[src/rtl/prbs7_gen32.sv]
// 32-bit-per-clock PRBS7 (x^7+x^6+1) source with seeding, gated output and
// single/periodic bit-error injection that never disturbs the LFSR state.
module prbs7_gen32 #(
  parameter logic [6:0]  SEED       = 7'h7F,
  parameter int unsigned ERR_PERIOD = 1024
) (
  input  logic        clk,
  input  logic        rst,
  input  logic        en,
  input  logic        load_seed,
  input  logic [6:0]  seed_in,
  input  logic        inj_err,
  input  logic [4:0]  inj_bit,
  input  logic        per_inj_en,
  output logic [31:0] dout,
  output logic        dout_valid,
  output logic [15:0] inj_count
);

  localparam logic [6:0]  SEED_EFF = (SEED == 7'd0) ? 7'h7F : SEED;
  localparam logic [15:0] PER_LAST = 16'(ERR_PERIOD - 1);

  logic [6:0]  state;
  logic [15:0] per_cnt;
  logic        pending;

  logic [6:0]  c;
  logic [31:0] w;
  logic [31:0] mask;
  logic [6:0]  seed_eff;
  logic        advance;
  logic        per_hit;
  logic        corrupt;

  // Unrolled 32-step serial LFSR; bit 0 of w is the oldest bit in time.
  always_comb begin
    c = state;
    w = '0;
    for (int unsigned i = 0; i < 32; i++) begin
      w[i] = c[1] ^ c[0];
      c    = {w[i], c[6:1]};
    end
  end

  always_comb begin
    seed_eff = (seed_in == 7'd0) ? 7'h7F : seed_in;
    advance  = en & ~load_seed;
    per_hit  = per_inj_en & (per_cnt == PER_LAST);
    corrupt  = advance & (pending | inj_err | per_hit);
    mask     = corrupt ? (32'd1 << inj_bit) : '0;
  end

  always_ff @(posedge clk or posedge rst) begin
    if (rst) begin
      state      <= SEED_EFF;
      per_cnt    <= '0;
      pending    <= 1'b0;
      dout       <= '0;
      dout_valid <= 1'b0;
      inj_count  <= '0;
    end else begin
      dout_valid <= advance;
      if (load_seed) begin
        state <= seed_eff;
      end else if (en) begin
        state <= w[31:25];
        dout  <= w ^ mask;
      end

      if (advance)
        pending <= 1'b0;
      else if (inj_err)
        pending <= 1'b1;

      if (load_seed || !per_inj_en)
        per_cnt <= '0;
      else if (en)
        per_cnt <= per_hit ? '0 : per_cnt + 16'd1;

      if (corrupt && inj_count != '1)
        inj_count <= inj_count + 16'd1;
    end
  end

endmodule

[config.mk]
export PLATFORM = sky130hd
export DESIGN_NAME = prbs7_gen32
export DESIGN_NICKNAME = d
export VERILOG_FILES = /design/src/rtl/prbs7_gen32.sv
export SDC_FILE = /design/constraint.sdc
export NUM_CORES = 1
export LEC_CHECK = 0
export BUFFER_PORTS_ARGS = -buffer_cell sky130_fd_sc_hd__buf_2
export CORE_MARGIN = 2
export CORE_UTILIZATION = 57
export CTS_CLUSTER_SIZE = 8
export DETAILED_ROUTE_END_ITERATION = 10
export PLACE_DENSITY = 0.83
export SLEW_MARGIN = 20
export SYNTH_ARGS = -nofsm -noshare
export SYNTH_HDL_FRONTEND = slang
export SYNTH_SLANG_ARGS = --single-unit
[constraint.sdc]
create_clock -name clk -period 3.26 [get_ports clk]
set_input_delay 0.652 -clock clk [delete_from_list [all_inputs] [get_ports clk]]
set_output_delay 0.652 -clock clk [all_outputs]
set_load 0.05 [all_outputs]
== Yosys cells after proc, flatten, opt, wreduce, memory -nomap -nowiden ==
Cells that the tools add are included.
Widths: inputs -> output; s select.

* Bitwise gates (word level): 39
* Shift operators: 1
* Reduce and logical (&&, ||, !) cells: 8
* Eq/ne operators: 2
* Add/sub/neg operators: 2
* Muxes and demuxes: 9

{| class="wikitable"
|+ Operators by type and width
! cell !! number
|-
| $mux 16 || 3
|-
| $add 16x1->16 const B || 2
|-
| $mux 32 || 1
|-
| $shl 1x5->32 const A || 1
|-
| $xor 1x1->1 || 32
|-
| $xor 32x32->32 || 1
|-
| $mux 7 || 3
|-
| $eq 16x10->1 const B || 1
|-
| $ne 16x16->1 const B || 1
|-
| $logic_not 7->1 || 1
|-
| $reduce_bool 2->1 || 3
|-
| $and 1x1->1 || 3
|-
| $mux 1 || 2
|-
| $or 1x1->1 || 2
|-
| $reduce_and 2->1 || 1
|-
| $logic_and 1x1->1 || 1
|-
| $logic_not 1->1 || 1
|-
| $logic_or 1x1->1 || 1
|-
| $not 1->1 || 1
|}

* Logic and storage cells: 67
* Output and inout bits: 49
* Bits of input ports: 18
* Flip-flop bits (word level): 73

== Depth between registers and ports, before layout ==
* Depth in word-level cells: 8
* Gate-level depth with buffers: 8
* Gate-level depth less buffers: 7

== Worst setup path after synthesis ==
OpenSTA, ideal clock, no wires.

* Kind: in2reg
* From: input per_inj_en
* To: register inj_count[1]
* Stages on the path: 5
* Library setup time: 0.125 ns
* Path slack: 0.974 ns
* Buffers on the path: 0
* Arrival: 2.161 ns
* Data required time: 3.135 ns
* Cells stage by stage: or4b_4 > nor4_4 > a21boi_4 > nor3_4 > mux2_2

* Cells in the longest elaborated chain, start to end: 4

{| class="wikitable"
|+ RTL lines
! item !! line !! RTL
|-
| from (decl) || 14 || <nowiki>input logic per_inj_en,</nowiki>
|-
| $and 1x1->1 || 48 || <nowiki>per_hit = per_inj_en & (per_cnt == PER_LAST);</nowiki>
|-
| $or 1x1->1 || 49 || <nowiki>corrupt = advance & (pending | inj_err | per_hit);</nowiki>
|-
| $and 1x1->1 || 49 ||
|-
| $logic_and 1x1->1 || 80 || <nowiki>if (corrupt && inj_count != '1)</nowiki>
|-
| to (signal assigned) || 81 || <nowiki>inj_count <= inj_count + 16'd1;</nowiki>
|-
| to (decl) || 17 || <nowiki>output logic [15:0] inj_count</nowiki>
|}

Every way passes these cells.
A chain may end at the register's enable or synchronous reset.

== Worst setup path in the final report ==
* From: register per_cnt[11]
* To: register dout[2]

* Cells in the longest elaborated chain, start to end: 6

{| class="wikitable"
|+ RTL lines
! item !! line !! RTL
|-
| from (decl) || 24 || <nowiki>logic [15:0] per_cnt;</nowiki>
|-
| from (signal assigned) || 78 || <nowiki>per_cnt <= per_hit ? '0 : per_cnt + 16'd1;</nowiki>
|-
| $eq 16x10->1 || 48 ||
|-
| $and 1x1->1 || 48 ||
|-
| $or 1x1->1 || 49 ||
|-
| $and 1x1->1 || 49 ||
|-
| $mux 32 || 50 || <nowiki>mask = corrupt ? (32'd1 << inj_bit) : '0;</nowiki>
|-
| $xor 32x32->32 || 67 || <nowiki>dout <= w ^ mask;</nowiki>
|-
| to (signal assigned) || 67 ||
|-
| to (decl) || 15 || <nowiki>output logic [31:0] dout,</nowiki>
|}

Every way passes these cells.

==> results by group <==
Critical path
  • Setup Crit Path Kind: flip-flop to flip-flop
  • Worst Path Arrival: between 2000 and 3000 ps
  • Slowest CP cell: or4b_4
  • Max FO, Critical Path: 23
  • Crit-path max cell delay: about 550 ps
  • Crit start category: flip-flop
  • Required time of the critical path: approximately 3500 ps
  • Crit-path cells: or4b_4 > nor4_4 > a21boi_4 > buf_4 > nor4_2 > xor2_1 > o21ai_1
  • Worst setup EP type: flip-flop
  • Buffers & Inverters on Critical Path: 1
  • CP delay by family, top: simple AND/OR/NAND/NOR gates

STA
  • Final Cycle Share: 75.3%
  • Post-layout min period: 2450 ps
  • Setup Total Neg Slack: 0 ps
  • Pins Over Slew Limit: 0
  • Hold Fails Final Rpt: 0
  • RSZ-0062 raised after global routing: false
  • Peak Freq: about 0.41 GHz
  • Worst Tran Pin Value: about 750 ps
  • Slew HR: 49.6%
  • # setup viols final: 0
  • Post-Route Skew: 10.9 ps

Synthesis
  • Post-Syn Instances: between 400 and 500
  • Async S/R FF share, synth: between 90% and 100%
  • Top_reg_cell synth: dfrtp_1
  • EDFF count, synth: 0
  • Syn Nets: 439
  • Mapped cell area: 4120 um2
  • Yosys warnings: 0
  • Seq cells post-synth: 73
  • Sequential share of the synthesized area: between 40% and 50%
  • Netlist cell types: 42
  • Avg Inst Size Synth: 9.83 um2

Clocking
  • CTS buffer count: 9
  • Clock latency on the worst-skew pair: 360 ps
  • # Post-CTS Setup Buffers: 0
  • Worst-case clock buffer depth: 2
  • CTS sink cnt: 73
  • Reg clk slew, reported paths: roughly 90 ps
  • Cts repair resizes: 0
  • Root Driver: clkbuf_8
  • H-tree levels: 3
  • CTS tree: done
  • Hold_buf cts: 0

Route
  • Via density: around 5.5
  • Initial DRC count: 200
  • WL/cell: 15.2 um
  • WL final: 8.78 mm
  • Vias: 3146
  • Residual DRC: 0
  • Antenna Violating Nets Remaining: 0
  • First-pass DRT Iterations: 4

Floorplan
  • Row count: 30
  • Ports: 67
  • Die H: 89.0 um
  • Core Region: roughly 6900 um2
  • Die area: 7920 um2
  • Die Wd: 89.0 um
  • Initial Util: 59.7%

Final layout
  • Filler Cell Count: 576
  • Synth-to-Final Area Change: 14.4%
  • Final Instance Area: 4710 um2
  • Proportion of layout cells with a drive suffix above 1: 25.8%
  • Layout net count: 496
  • Diode count: 0

Outcome
  • Status: finished, final reports clean

Power
  • Total power: about 4.1 mW
  • Leakage: 2.02 nW
  • Pwr Density: 880 nW/um2
  • Worst VDD drop: 0.000437 V

Global routing
  • Largest net degree at the start of global routing: 40
  • Vias in the first global route: 3028
  • GRT Total Usage: 23.5%
  • Global-route wire length before repair: around 14 mm
  • Initial antenna violation count: 0
  • Global route overflow: 0

Run
  • Max cap viols: 0

Place
  • Hpwl dp: 6.26 mm
  • Gpl congestion: 0.844
  • DP Area: 4500 um2
  • PortBufs: 66

Worst hold path
  • HP Class: primary input to async pin
## cells in the mapped netlist (2+ instances only)
library cell  count  area share, %
and3_1            7            1.1
a21oi_1           7           0.85
xnor2_1          55             12
buf_2             5           0.61
inv_1             4           0.36
o21ai_0          10            1.2
nor4_2           15            4.6
buf_1             2           0.18
nand2b_1          6           0.91
ha_1              2           0.61
a311o_1           2           0.49
nor3_1           14            1.7
dfrtp_1          66             40
nand3b_1          3           0.55
nand3_1          13            1.6
or2_2             3           0.46
nand2_1          53            4.8
xor2_1           39            8.3
nor4_4            3            1.5
buf_6             3           0.82
nor2_1           34            3.1
nor4b_1           3           0.64
clkbuf_1         16            1.5
o21ai_1          24            2.9
and4_1            2           0.43
dfstp_2           7            4.5
nand4_1           6           0.91
## stage by stage
| step | std cells | setup slack (ps) | hold WS (ps) | utilization [%] |
|---|---|---|---|---|
| floorplan | 419 | 766 | 448 | - |
| global placement | 561 | 634 | 462 | 65.2 |
| detailed placement | 561 | 557 | 470 | 65.2 |
| CTS | 577 | 787 | 428 | 68.3 |
| global route | 577 | 628 | 466 | 68.3 |
| finish | 577 | 807 | 399 | 68.3 |
## final timing paths
kind,end,cells past startpoint,from,slack [ps]
setup reg to reg,dout[2],7,per_cnt[11],810
hold / removal,inj_count[5],2,rst,400
hold reg to reg,dout[12],2,dout[12],480
min in group clk,dout[12],2,dout[12],480
setup / recovery,dout[2],7,per_cnt[11],810
max in group asynchronous,state[1],3,rst,2130
## kinds of logic (layout without fill, tap and decap cells)
logic type | count (synthesis) | after routing | share of synthesized area (%)
buffers and inverters | 31 | 93 | 3.52
flip-flops | 73 | 73 | 44.5
multiplexers | 2 | 2 | 0.516
AND/OR/NAND/NOR | 168 | 168 | 23.9
AO/OA/AOI/OAI | 49 | 49 | 6.92
XOR/XNOR | 94 | 94 | 20.0
adder cells (fa/ha/maj) | 2 | 2 | 0.607
## cells in the final DEF (no fill, tap or decap), drive strengths merged, types with 4 or more instances in the layout
master	count
a21oi	7
and3	7
buf	72
clkbuf	9
dfrtp	66
dfstp	7
inv	8
nand2	53
nand2b	6
nand3	13
nand4	6
nor2	34
nor3	15
nor4	19
nor4b	4
o21ai	35
xnor2	55
xor2	39
## state kept, by name, summed over array words and instances (netlist names)
signal / flops
dout: 32
dout_valid: 1
inj_count: 16
pending: 1
per_cnt: 16
state: 7
## final cells by class
| class | instances | area (um2) | share of cell area [%] |
|---|---|---|---|
| flip-flops and latches | 73 | 1840 | 38.9 |
| inverters | 5 | 18.8 | 0.398 |
| clock buffers | 9 | 124 | 2.63 |
| well taps | 96 | 120 | 2.55 |
| multi-input cells | 315 | 2140 | 45.4 |
| clock inverters | 7 | 86.3 | 1.83 |
| repair buffers | 72 | 388 | 8.23 |
## power breakdown
| group | switching (mW) | internal [mW] |
|---|---|---|
| combinational | 1.42 | 0.622 |
| clock | 0.386 | 0.370 |
| sequential | 0.198 | 1.15 |
| total | 2.00 | 2.15 |
## per-layer routing
metal | global-route usage (%) | wire [um]
met3 | 3.05 | 533
met5 | 0 | 0
met4 | 10.4 | 166
met1 | 32.7 | 3830
met2 | 37.0 | 4250
(Power assumes the default switching activity.)
